## config.mk

```make
export PLATFORM = sky130hd
export DESIGN_NAME = hazard_scoreboard_flat
export DESIGN_NICKNAME = d
export VERILOG_FILES = /design/src/rtl/hazard_scoreboard_if.sv /design/src/rtl/hazard_scoreboard.sv /design/src/flat_wrapper.sv
export SDC_FILE = /design/constraint.sdc
export NUM_CORES = 1
export LEC_CHECK = 0
export BUFFER_PORTS_ARGS = -buffer_cell sky130_fd_sc_hd__buf_2
export CELL_PAD_IN_SITES_DETAIL_PLACEMENT = 0
export CELL_PAD_IN_SITES_GLOBAL_PLACEMENT = 1
export CORE_ASPECT_RATIO = 1.4
export CORE_MARGIN = 2
export CORE_UTILIZATION = 49
export CTS_BUF_LIST = sky130_fd_sc_hd__clkbuf_2
export DETAILED_ROUTE_END_ITERATION = 10
export PLACE_DENSITY_LB_ADDON = 0.1
export SYNTH_ARGS = -nofsm -noshare
export SYNTH_HDL_FRONTEND = slang
export SYNTH_SLANG_ARGS = --single-unit
```

## constraint.sdc

```tcl
create_clock -name clk -period 4.75 [get_ports clk]
set_input_delay 0.2375 -clock clk [delete_from_list [all_inputs] [get_ports clk]]
set_output_delay 0.2375 -clock clk [all_outputs]
set_load 0.005 [all_outputs]
```

## src/rtl/hazard_scoreboard_if.sv

```systemverilog
// -----------------------------------------------------------------------------
// hazard_scoreboard_if
//
// Groups the ID-stage instruction description, the EX-stage redirect
// indications and the hazard/stall results exchanged with hazard_scoreboard.
//
// Modports:
//   master : the pipeline side. It drives the ID/EX signals and receives the
//            stall, flush, issue and stall-reason results.
//   slave  : the scoreboard side (hazard_scoreboard). It is the mirror image.
//
// Signals:
//   id_valid, id_rs1_addr, id_rs1_used, id_rs2_addr, id_rs2_used,
//   id_rd_addr, id_rd_we, id_class : instruction currently sitting in ID
//   branch_taken, jump             : redirect resolved in EX
//   stall_pipeline, flush_pipeline, issue_fire,
//   stall_raw, stall_waw, stall_struct, stall_count : scoreboard results
// -----------------------------------------------------------------------------
interface hazard_scoreboard_if #(
  parameter int REG_ADDR_W = 5,
  parameter int CNT_W      = 32
);

  logic                  id_valid;
  logic [REG_ADDR_W-1:0] id_rs1_addr;
  logic                  id_rs1_used;
  logic [REG_ADDR_W-1:0] id_rs2_addr;
  logic                  id_rs2_used;
  logic [REG_ADDR_W-1:0] id_rd_addr;
  logic                  id_rd_we;
  logic [1:0]            id_class;
  logic                  branch_taken;
  logic                  jump;

  logic                  stall_pipeline;
  logic                  flush_pipeline;
  logic                  issue_fire;
  logic                  stall_raw;
  logic                  stall_waw;
  logic                  stall_struct;
  logic [CNT_W-1:0]      stall_count;

  modport master (
    output id_valid, id_rs1_addr, id_rs1_used, id_rs2_addr, id_rs2_used,
           id_rd_addr, id_rd_we, id_class, branch_taken, jump,
    input  stall_pipeline, flush_pipeline, issue_fire,
           stall_raw, stall_waw, stall_struct, stall_count
  );

  modport slave (
    input  id_valid, id_rs1_addr, id_rs1_used, id_rs2_addr, id_rs2_used,
           id_rd_addr, id_rd_we, id_class, branch_taken, jump,
    output stall_pipeline, flush_pipeline, issue_fire,
           stall_raw, stall_waw, stall_struct, stall_count
  );

endinterface

```

## src/rtl/hazard_scoreboard.sv

```systemverilog
// -----------------------------------------------------------------------------
// hazard_scoreboard
//
// Pending-latency scoreboard that sits beside the ID stage and gates issue
// into EX. Each architectural register carries a countdown of the cycles
// left until its in-flight result becomes forwardable, so loads and
// multi-cycle mul/div results stall dependants for exactly as long as
// needed. It also orders writes to the same register (WAW), blocks a second
// mul/div while the unit is busy, stretches flush after a redirect and
// counts stalled cycles.
//
// Ports:
//   clk : rising-edge clock
//   rst : synchronous, active-high reset; forces all hazard outputs low
//   hz  : hazard_scoreboard_if.slave carrying the ID/EX inputs and the
//         stall_pipeline / flush_pipeline / issue_fire / stall_raw /
//         stall_waw / stall_struct / stall_count outputs
//
// Instruction classes on id_class: 00 ALU, 01 LOAD, 10 MULDIV, 11 as ALU.
// LOAD_LAT and MULDIV_LAT must fit in LAT_W bits; FLUSH_HOLD must be >= 1.
// -----------------------------------------------------------------------------
module hazard_scoreboard #(
  parameter int REG_ADDR_W = 5,
  parameter int LAT_W      = 3,
  parameter int LOAD_LAT   = 1,
  parameter int MULDIV_LAT = 4,
  parameter int FLUSH_HOLD = 1,
  parameter int CNT_W      = 32
) (
  input  logic             clk,
  input  logic             rst,
  hazard_scoreboard_if.slave hz
);

  localparam int NUM_REGS = 1 << REG_ADDR_W;
  localparam int FLUSH_W  = (FLUSH_HOLD > 1) ? $clog2(FLUSH_HOLD) : 1;

  localparam logic [1:0] CLASS_LOAD   = 2'b01;
  localparam logic [1:0] CLASS_MULDIV = 2'b10;

  localparam logic [LAT_W-1:0]   LOAD_LAT_V   = LAT_W'(LOAD_LAT);
  localparam logic [LAT_W-1:0]   MULDIV_LAT_V = LAT_W'(MULDIV_LAT);
  localparam logic [LAT_W-1:0]   LAT_ONE      = LAT_W'(1);
  localparam logic [FLUSH_W-1:0] FLUSH_INIT   = FLUSH_W'(FLUSH_HOLD - 1);
  localparam logic [FLUSH_W-1:0] FLUSH_ONE    = FLUSH_W'(1);
  localparam logic [CNT_W-1:0]   CNT_ONE      = CNT_W'(1);

  // Entry 0 is held at zero so x0 can never look busy.
  logic [NUM_REGS-1:0][LAT_W-1:0] pending;
  logic [LAT_W-1:0]               muldiv_busy;
  logic [FLUSH_W-1:0]             flush_cnt;
  logic [CNT_W-1:0]               stall_count_q;

  logic [LAT_W-1:0] id_lat;
  logic             id_is_muldiv;
  logic             rs1_hit;
  logic             rs2_hit;
  logic             raw_hazard;
  logic             waw_hazard;
  logic             struct_hazard;
  logic             redirect;
  logic             flush_int;
  logic             stall_int;
  logic             issue_int;

  // Result latency of the instruction in ID; class 11 falls back to ALU.
  always_comb begin
    id_lat = '0;
    case (hz.id_class)
      CLASS_LOAD:   id_lat = LOAD_LAT_V;
      CLASS_MULDIV: id_lat = MULDIV_LAT_V;
      default:      id_lat = '0;
    endcase
  end

  // Hazard detection. WAW only stalls when the older write would land after
  // the new one, i.e. its remaining latency exceeds the new latency. Flush
  // wins over every stall reason, and reset silences everything.
  always_comb begin
    id_is_muldiv  = (hz.id_class == CLASS_MULDIV);

    rs1_hit       = hz.id_rs1_used && (hz.id_rs1_addr != '0) &&
                    (pending[hz.id_rs1_addr] != '0);
    rs2_hit       = hz.id_rs2_used && (hz.id_rs2_addr != '0) &&
                    (pending[hz.id_rs2_addr] != '0);

    raw_hazard    = hz.id_valid && (rs1_hit || rs2_hit);
    waw_hazard    = hz.id_valid && hz.id_rd_we && (hz.id_rd_addr != '0) &&
                    (pending[hz.id_rd_addr] > id_lat);
    struct_hazard = hz.id_valid && id_is_muldiv && (muldiv_busy != '0);

    redirect      = hz.branch_taken || hz.jump;
    flush_int     = !rst && (redirect || (flush_cnt != '0));
    stall_int     = !rst && !flush_int &&
                    (raw_hazard || waw_hazard || struct_hazard);
    issue_int     = !rst && hz.id_valid && !stall_int && !flush_int;
  end

  always_comb begin
    hz.stall_pipeline = stall_int;
    hz.flush_pipeline = flush_int;
    hz.issue_fire     = issue_int;
    hz.stall_raw      = !rst && !flush_int && raw_hazard;
    hz.stall_waw      = !rst && !flush_int && waw_hazard;
    hz.stall_struct   = !rst && !flush_int && struct_hazard;
    hz.stall_count    = stall_count_q;
  end

  // Per-register countdown. A firing writer reloads its destination with the
  // new latency, which takes precedence over the normal decrement. Flushes
  // leave the table alone because older producers are still in flight.
  always_ff @(posedge clk) begin
    if (rst) begin
      pending <= '0;
    end else begin
      pending[0] <= '0;
      for (int r = 1; r < NUM_REGS; r++) begin
        if (issue_int && hz.id_rd_we && (hz.id_rd_addr == REG_ADDR_W'(r))) begin
          pending[r] <= id_lat;
        end else if (pending[r] != '0) begin
          pending[r] <= pending[r] - LAT_ONE;
        end
      end
    end
  end

  // Mul/div unit occupancy; a new mul/div may only issue once this is zero.
  always_ff @(posedge clk) begin
    if (rst) begin
      muldiv_busy <= '0;
    end else if (issue_int && id_is_muldiv) begin
      muldiv_busy <= MULDIV_LAT_V;
    end else if (muldiv_busy != '0) begin
      muldiv_busy <= muldiv_busy - LAT_ONE;
    end
  end

  // Extra flush cycles after a redirect. The redirect cycle itself flushes
  // combinationally, so the counter only covers the remaining FLUSH_HOLD-1.
  always_ff @(posedge clk) begin
    if (rst) begin
      flush_cnt <= '0;
    end else if (redirect) begin
      flush_cnt <= FLUSH_INIT;
    end else if (flush_cnt != '0) begin
      flush_cnt <= flush_cnt - FLUSH_ONE;
    end
  end

  // Saturating stall-cycle counter for performance monitoring.
  always_ff @(posedge clk) begin
    if (rst) begin
      stall_count_q <= '0;
    end else if (stall_int && (stall_count_q != '1)) begin
      stall_count_q <= stall_count_q + CNT_ONE;
    end
  end

endmodule
```

## src/flat_wrapper.sv

```systemverilog
// flat-port wrapper written by rule: the top's interface ports become plain ports
module hazard_scoreboard_flat 
#(
  parameter int REG_ADDR_W = 5,
  parameter int LAT_W      = 3,
  parameter int LOAD_LAT   = 1,
  parameter int MULDIV_LAT = 4,
  parameter int FLUSH_HOLD = 1,
  parameter int CNT_W      = 32
)
  (clk, rst, hz_id_valid, hz_id_rs1_addr, hz_id_rs1_used, hz_id_rs2_addr, hz_id_rs2_used, hz_id_rd_addr, hz_id_rd_we, hz_id_class, hz_branch_taken, hz_jump, hz_stall_pipeline, hz_flush_pipeline, hz_issue_fire, hz_stall_raw, hz_stall_waw, hz_stall_struct, hz_stall_count);
  hazard_scoreboard_if #(.REG_ADDR_W(REG_ADDR_W), .CNT_W(CNT_W)) hz_i ();
  input  logic clk;
  input  logic rst;
  input wire logic [$bits(hz_i.id_valid)-1:0] hz_id_valid;
  input wire logic [$bits(hz_i.id_rs1_addr)-1:0] hz_id_rs1_addr;
  input wire logic [$bits(hz_i.id_rs1_used)-1:0] hz_id_rs1_used;
  input wire logic [$bits(hz_i.id_rs2_addr)-1:0] hz_id_rs2_addr;
  input wire logic [$bits(hz_i.id_rs2_used)-1:0] hz_id_rs2_used;
  input wire logic [$bits(hz_i.id_rd_addr)-1:0] hz_id_rd_addr;
  input wire logic [$bits(hz_i.id_rd_we)-1:0] hz_id_rd_we;
  input wire logic [$bits(hz_i.id_class)-1:0] hz_id_class;
  input wire logic [$bits(hz_i.branch_taken)-1:0] hz_branch_taken;
  input wire logic [$bits(hz_i.jump)-1:0] hz_jump;
  output wire logic [$bits(hz_i.stall_pipeline)-1:0] hz_stall_pipeline;
  output wire logic [$bits(hz_i.flush_pipeline)-1:0] hz_flush_pipeline;
  output wire logic [$bits(hz_i.issue_fire)-1:0] hz_issue_fire;
  output wire logic [$bits(hz_i.stall_raw)-1:0] hz_stall_raw;
  output wire logic [$bits(hz_i.stall_waw)-1:0] hz_stall_waw;
  output wire logic [$bits(hz_i.stall_struct)-1:0] hz_stall_struct;
  output wire logic [$bits(hz_i.stall_count)-1:0] hz_stall_count;
  assign hz_i.id_valid = hz_id_valid;
  assign hz_i.id_rs1_addr = hz_id_rs1_addr;
  assign hz_i.id_rs1_used = hz_id_rs1_used;
  assign hz_i.id_rs2_addr = hz_id_rs2_addr;
  assign hz_i.id_rs2_used = hz_id_rs2_used;
  assign hz_i.id_rd_addr = hz_id_rd_addr;
  assign hz_i.id_rd_we = hz_id_rd_we;
  assign hz_i.id_class = hz_id_class;
  assign hz_i.branch_taken = hz_branch_taken;
  assign hz_i.jump = hz_jump;
  assign hz_stall_pipeline = hz_i.stall_pipeline;
  assign hz_flush_pipeline = hz_i.flush_pipeline;
  assign hz_issue_fire = hz_i.issue_fire;
  assign hz_stall_raw = hz_i.stall_raw;
  assign hz_stall_waw = hz_i.stall_waw;
  assign hz_stall_struct = hz_i.stall_struct;
  assign hz_stall_count = hz_i.stall_count;
  hazard_scoreboard #(.REG_ADDR_W(REG_ADDR_W), .LAT_W(LAT_W), .LOAD_LAT(LOAD_LAT), .MULDIV_LAT(MULDIV_LAT), .FLUSH_HOLD(FLUSH_HOLD), .CNT_W(CNT_W)) u_core (.clk(clk), .rst(rst), .hz(hz_i));
endmodule
```

## After elaboration in Yosys (flattened, before gate mapping)

Cells that the tools add are included.

| word-level totals | value |
|---|---|
| register bits | 129 |
| output and inout port bits | 38 |
| word-level logic and storage cells | 311 |

| operators by class | value |
|---|---|
| add/subtract/negate cells | 34 |
| order comparisons | 4 |
| equality and inequality tests | 34 |
| mux-type cells | 71 |
| bitwise operators | 1 |
| reduce and logical (&&, ||, !) cells | 132 |

Operators by type and width:

| operator | count |
|---|---|
| 3-bit two-way mux | 67 |
| 3-bit nonzero test | 34 |
| 3-bit by 1-bit subtractor with 3-bit output (second input constant) | 32 |
| 5-bit equality test (second input constant) | 16 |
| 2-bit nonzero test | 32 |
| 1-bit logical AND | 53 |
| 3-bit binary-select mux with 5-bit select | 3 |
| 5-bit by 4-bit equality test with 1-bit output (second input constant) | 8 |
| 32-bit by 1-bit adder with 32-bit output (second input constant) | 1 |
| 32-bit inequality test (second input constant) | 1 |
| 5-bit by 3-bit equality test with 1-bit output (second input constant) | 4 |
| 5-bit by 6-bit < comparator with 1-bit output (second input constant) | 3 |
| 5-bit nonzero test | 3 |
| 5-bit by 2-bit equality test with 1-bit output (second input constant) | 2 |
| 3-bit case mux with 2 select lines | 1 |
| 5-bit by 1-bit equality test with 1-bit output (second input constant) | 1 |
| 1-bit logical OR | 5 |
| 3-bit > comparator | 1 |
| 1-bit logical NOT | 3 |
| 3-bit OR reduction | 1 |
| 2-bit by 1-bit equality test with 1-bit output (second input constant) | 1 |
| 2-bit equality test (second input constant) | 1 |
| 2-bit OR reduction | 1 |
| 1-bit inverter | 1 |
| 1-bit subtractor (second input constant) | 1 |

## Depth between registers and ports, before layout

| depth | value |
|---|---|
| word-level depth | 15 |
| gate-level depth with buffers | 19 |
| gate-level depth less buffers | 14 |

## Least setup slack after synthesis

OpenSTA, ideal clock, no wires.

| timing path | value |
|---|---|
| path kind | input -> register |
| start point | input hz_id_rd_addr[0] |
| end point | register u_core.pending[77] (netlist name) |
| setup time | 0.123 ns |
| arrival | 4.251 ns |
| setup slack | 0.376 ns |
| stages on the path | 16 |
| cells stage by stage | buf_6 -> buf_2 -> buf_1 -> mux4_2 -> mux4_2 -> mux2_2 -> ha_1 -> nand2_1 -> a21boi_0 -> a311o_1 -> a41o_1 -> o21ai_2 -> nor4_4 -> buf_6 -> and4_4 -> mux2_1 |

| on the way | value |
|---|---|
| cells in the longest elaborated chain, start to end | 13 |
| elaborated cells between the ends (all ways) | 17 |
| those cells by class | order compare (1); eq/ne (1); mux (3); reduce/logical (12) |

RTL lines:

| item | RTL line | text |
|---|---|---|
| start: declaration | flat_wrapper.sv:20 | `input wire logic [$bits(hz_i.id_rd_addr)-1:0] hz_id_rd_addr;` |
| 3-bit binary-select mux with 5-bit select | hazard_scoreboard.sv:89 | `(pending[hz.id_rd_addr] > id_lat);` |
| 3-bit two-way mux (implied by the code) | hazard_scoreboard.sv:89 |  |
| 3-bit > comparator | hazard_scoreboard.sv:89 |  |
| 1-bit logical AND | hazard_scoreboard.sv:88 | `waw_hazard = hz.id_valid && hz.id_rd_we && (hz.id_rd_addr != '0) &&` |
| 1-bit logical OR (2 in series) | hazard_scoreboard.sv:95 | `(raw_hazard \|\| waw_hazard \|\| struct_hazard);` |
| 1-bit logical AND | hazard_scoreboard.sv:94 | `stall_int = !rst && !flush_int &&` |
| 1-bit logical NOT | hazard_scoreboard.sv:96 | `issue_int = !rst && hz.id_valid && !stall_int && !flush_int;` |
| 1-bit logical AND (2 in series) | hazard_scoreboard.sv:96 |  |
| 1-bit logical AND | hazard_scoreboard.sv:118 | `if (issue_int && hz.id_rd_we && (hz.id_rd_addr == REG_ADDR_W'(r))) begin` |
| 1-bit logical AND (*) | hazard_scoreboard.sv:118 |  |
| 3-bit two-way mux / 2-bit nonzero test (equally long branches) | - |  |
| end signal: indexed assignment | hazard_scoreboard.sv:119 | `pending[r] <= id_lat;` |
| end signal: indexed assignment | hazard_scoreboard.sv:121 | `pending[r] <= pending[r] - LAT_ONE;` |
| end: declaration | hazard_scoreboard.sv:49 | `logic [NUM_REGS-1:0][LAT_W-1:0] pending;` |

Mark *: on every way between the ends. The rest lies on a longest branch, timed or not. The select of a mux whose other input is x is not followed.
A chain may end at the register's enable or synchronous reset.

## Final worst setup path

| timing path | value |
|---|---|
| start point | register u_core.pending[83] (netlist name) |
| end point | output hz_stall_pipeline |

| on the way | value |
|---|---|
| cells in the longest elaborated chain, start to end | 9 |
| elaborated cells between the ends (all ways) | 17 |
| those cells by class | order compare (1); mux (6); reduce/logical (10) |

RTL lines:

| item | RTL line | text |
|---|---|---|
| parallel branches: the longest is 6 deep, another holds 3-bit > comparator | - |  |
| 1-bit logical OR (*) (2 in series) | hazard_scoreboard.sv:95 |  |
| 1-bit logical AND (*) | hazard_scoreboard.sv:94 |  |
| end: declaration | flat_wrapper.sv:25 | `output wire logic [$bits(hz_i.stall_pipeline)-1:0] hz_stall_pipeline;` |

Mark *: on every way between the ends. The select of a mux whose other input is x is not followed.

==> results by group <==
Detailed routing
  – Vias: 8252
  – Final ANT Viol Nets: 0
  – # DRC: 0
  – Initial DRC Count: slightly above 500
  – Router iterations before antenna repair: 5
  – DR WL/cell: ~19 µm
  – WL final: ~27000 µm
  – DR vias/cell: 5.997

Synth
  – Predominant post-synthesis flop cell: dfxtp_1
  – Yosys top cell by area: dfxtp_1
  – Number of synthesized flops with an enable pin: 0
  – Number of synthesized register bits: between 100 and 150
  – Top area cells in the synthesized netlist: dfxtp_1 (27%), ha_1 (8.9%), mux2i_1 (6.9%)
  – Synth unique cells: 72
  – Syn. warnings: 0
  – Most common cell in the netlist: dfxtp_1
  – Top-area cell type share of the netlist area: between 20% and 30%
  – Syn Std Cell Area: 0.009423 mm²
  – Syn nets: 1165
  – Post-synth top cells: dfxtp_1 (129), nor2_1 (107), inv_1 (76)
  – Synth async-reset ratio: 0%
  – Sequential share of the synthesized area: 27.41%
  – Post-Syn Instances: between 1000 and 1500
  – Syn_area_per_cell: just under 9 µm²

Die
  – I/O pin cnt: 63
  – Core Box Area: around 0.019 mm²
  – Die ar.: between 0.02 and 0.025 mm²
  – Chip width: approximately 120 µm
  – Standard-cell rows: 60
  – Initial core utilization: around half
  – Die Y: ~170 µm

Critical path
  – Worst reg-to-reg path cell count: 13
  – Type of the worst setup path: reg2out
  – Startpoint Class: flop
  – Max stage delay on crit path: 500 ps
  – CP Cell Sequence: mux4_2 -> mux4_2 -> mux2_2 -> ha_1 -> nand2_1 -> a21boi_1 -> a311o_1 -> a41o_1 -> o21ai_2 -> a211oi_4 -> buf_8 -> buf_4 -> nor2_1 -> buf_2
  – Crit path required time: ~4500 ps
  – Worst R2R Start: u_core.pending[83]
  – Slowest cell on the critical path: mux4_2
  – Crit path to: hz_stall_pipeline
  – Critical Path End Type: primary output
  – Worst path most repeated cell: mux4_2
  – Max FO, Critical Path: 30
  – Reg2reg end: u_core.pending[71]
  – Worst endpoint data arrival time: 4270 ps
  – Reg2Reg Setup Slack: 700 ps
  – CP Launch Point: u_core.pending[83]

Global routing
  – Initial antenna violation count: 1
  – GR Util met3: 4.912%
  – GR peak layer: met2
  – Met1 GRT Util: between 30% and 40%
  – Total GRT Usage: between 20% and 30%
  – Overflow left after global routing: 0
  – Largest net degree at the start of global routing: 41
  – Grt met2 use: between 40% and 50%
  – Vias in the first global route: around 7900
  – First-pass GRT wire length: 41840 µm

Run
  – Max Cap Violations: 0

Timing
  – Final period utilization: a little over nine tenths
  – Fin. Hold Viols: 0
  – Unrepaired setup endpoints after global routing: no
  – Max Freq: about 220 MHz
  – Worst slew pin tran: around 1200 ps
  – Final min period: between 4000 and 5000 ps
  – Setup TNS: 0 ps
  – Slew Limit Fails: 0
  – Final Skew: between 30 and 40 ps
  – Setup Viol. Count Final: 0
  – Slew HR: between 10% and 20%

Clock network
  – Clk buf depth: 2
  – Clock transition at the registers of the reported paths: 200 ps
  – Clk_lat worst skew: 730 ps
  – CTS Buf Count: 17
  – H-tree Lvls: 4
  – Clock root cell: clkbuf_2
  – CTS tree: built
  – Clock sink total: 129

Finish
  – Nets@finish: between 1000 and 1500
  – Multi-input logic area: between 0.006 and 0.007 mm²
  – Fillers: between 1500 and 2000
  – Sequential Area: 0.002582 mm²
  – P&R area growth vs syn: 7.940%
  – Layout cells sized above 1: approximately 17%
  – Core Util, Final: around 53%

Place
  – Port bufs: 62
  – Gpl congestion: roughly 0.94
  – Post-DP HPWL: between 15000 and 20000 µm

Power and ir drop
  – Clock power frac: 11.1%
  – Sw Ratio: 43.11%
  – Internal power: approximately 3.0 mW
  – Maximum VDD drop: about 0.00029 V
  – Sw Pwr: 2.302 mW
  – Fraction of power consumed by combinational cells: 53.6%
  – Flop pwr share: around a third
  – Lkg Pwr: 4.583 nW
  – Pwr/cell area: ~530 mW/mm²

Status
  – Status: finished clean

Min path
  – Hold Path Class: in2reg
==> per-stage QoR <==
stage / total power [mW] / hold slack (ps) / cells / setup slack (ps) / instance area [µm²]
3_3_place_gp: 4.711 / 474.3 / 1341 / 240.7 / 9935
2_1_floorplan: 4.084 / 454.7 / 1073 / 375.8 / 9423
3_5_place_dp: 4.744 / 487.3 / 1341 / 142.0 / 9935
6_report: 5.340 / 140.2 / 1376 / 239.4 / 10170
4_1_cts: 5.363 / 86.69 / 1374 / 49.66 / 10140
5_1_grt: 5.846 / 107.9 / 1376 / 18.84 / 10170
==> cell type report <==
type	count	share of cell area, %
Antenna cell	1	0.02460
Tap cell	248	3.051
Multi-Input combinational cell	807	61.84
Clock buffer	20	0.9841
Sequential cell	129	25.39
Clock inverter	9	0.6889
Inverter	79	2.915
Timing Repair Buffer	83	5.105
==> per-layer routing <==
metal	share of wire, %	up-vias
met1	40	3978
li1	-	3942
met5	0	-
met4	4.1	0
met2	50	266
met3	5.2	66
==> kinds of logic (layout without fill, tap and decap cells) <==
| family | after synthesis | count (layout) | share of synthesized area (%) |
|---|---|---|---|
| and+or+nand+nor | 428 | 428 | 25.81 |
| AOI/OAI and AO/OA | 145 | 145 | 9.800 |
| buffers and inverters | 137 | 191 | 6.095 |
| muxes | 134 | 134 | 18.97 |
| DFF | 129 | 129 | 27.41 |
| adders and majority gates | 67 | 67 | 8.897 |
| xor gates and xnor gates | 32 | 32 | 2.974 |
| other | 1 | 2 | 0.03980 |
==> repair_timing <==
item / in CTS / in global routing
buffers inserted: 0 / 0
endpoints found under the setup margin: 0 / 2
hold buffers: 4 / 0
resized for setup: 0 / 4
endpoints found under the hold margin: 5 / 0
==> critical path, delay by kind of cell (launching register included) <==
| kind | cells | cell delay [ps] |
|---|---|---|
| AOI/OAI and AO/OA | 5 | 960 |
| adders and majority gates | 1 | 310 |
| buffers and inverters | 3 | 450 |
| DFF | 1 | 410 |
| muxes | 3 | 1270 |
| and+or+nand+nor | 2 | 160 |
==> placed cells by master (no fill, tap or decap), drive strengths merged, types with 18 or more instances in the layout <==
cell type  Yosys  routed
a21oi         66      66
and3          32      32
buf           26      78
clkbuf        32      21
dfxtp        129     129
ha            67      67
inv           79      79
mux2          41      41
mux2i         65      65
mux4          28      28
nand2         70      70
nand2b        35      35
nand4         41      41
nor2         108     108
nor3          41      41
nor4          18      18
o21ai         19      19
or3           19      19
or4           18      18
xnor2         32      32
==> how the worst min path moves through the flow <==
stage | slack, ps | cells after the start | startpoint | end
2_1_floorplan | 450 | 3 | hz_id_class[0] | u_core.muldiv_busy[2]
3_5_place_dp | 490 | 2 | u_core.hz.stall_count[23] | u_core.hz.stall_count[23]
4_1_cts | 90 | 2 | rst | u_core.hz.stall_count[22]
6_report | 140 | 2 | rst | u_core.hz.stall_count[22]
3_3_place_gp | 470 | 2 | u_core.hz.stall_count[21] | u_core.hz.stall_count[21]
5_1_grt | 110 | 5 | hz_jump | u_core.hz.stall_count[15]
==> registers in the layout, summed over array words and instances, names as in the netlist <==
register               cells
u_core.pending            93
u_core.flush_cnt           1
u_core.muldiv_busy         3
u_core.hz.stall_count     32
==> power by group through the flow <==
stage          clock network, mW  logic [mW]  registers (mW)
3_5_place_dp                   0        2.84            1.90
5_1_grt                    0.665        3.26            1.92
4_1_cts                    0.618        2.87            1.87
6_report                   0.593        2.86            1.88
2_1_floorplan                  0        2.38            1.71
3_3_place_gp                   0        2.81            1.90
Power figures use the tool's default switching activity.
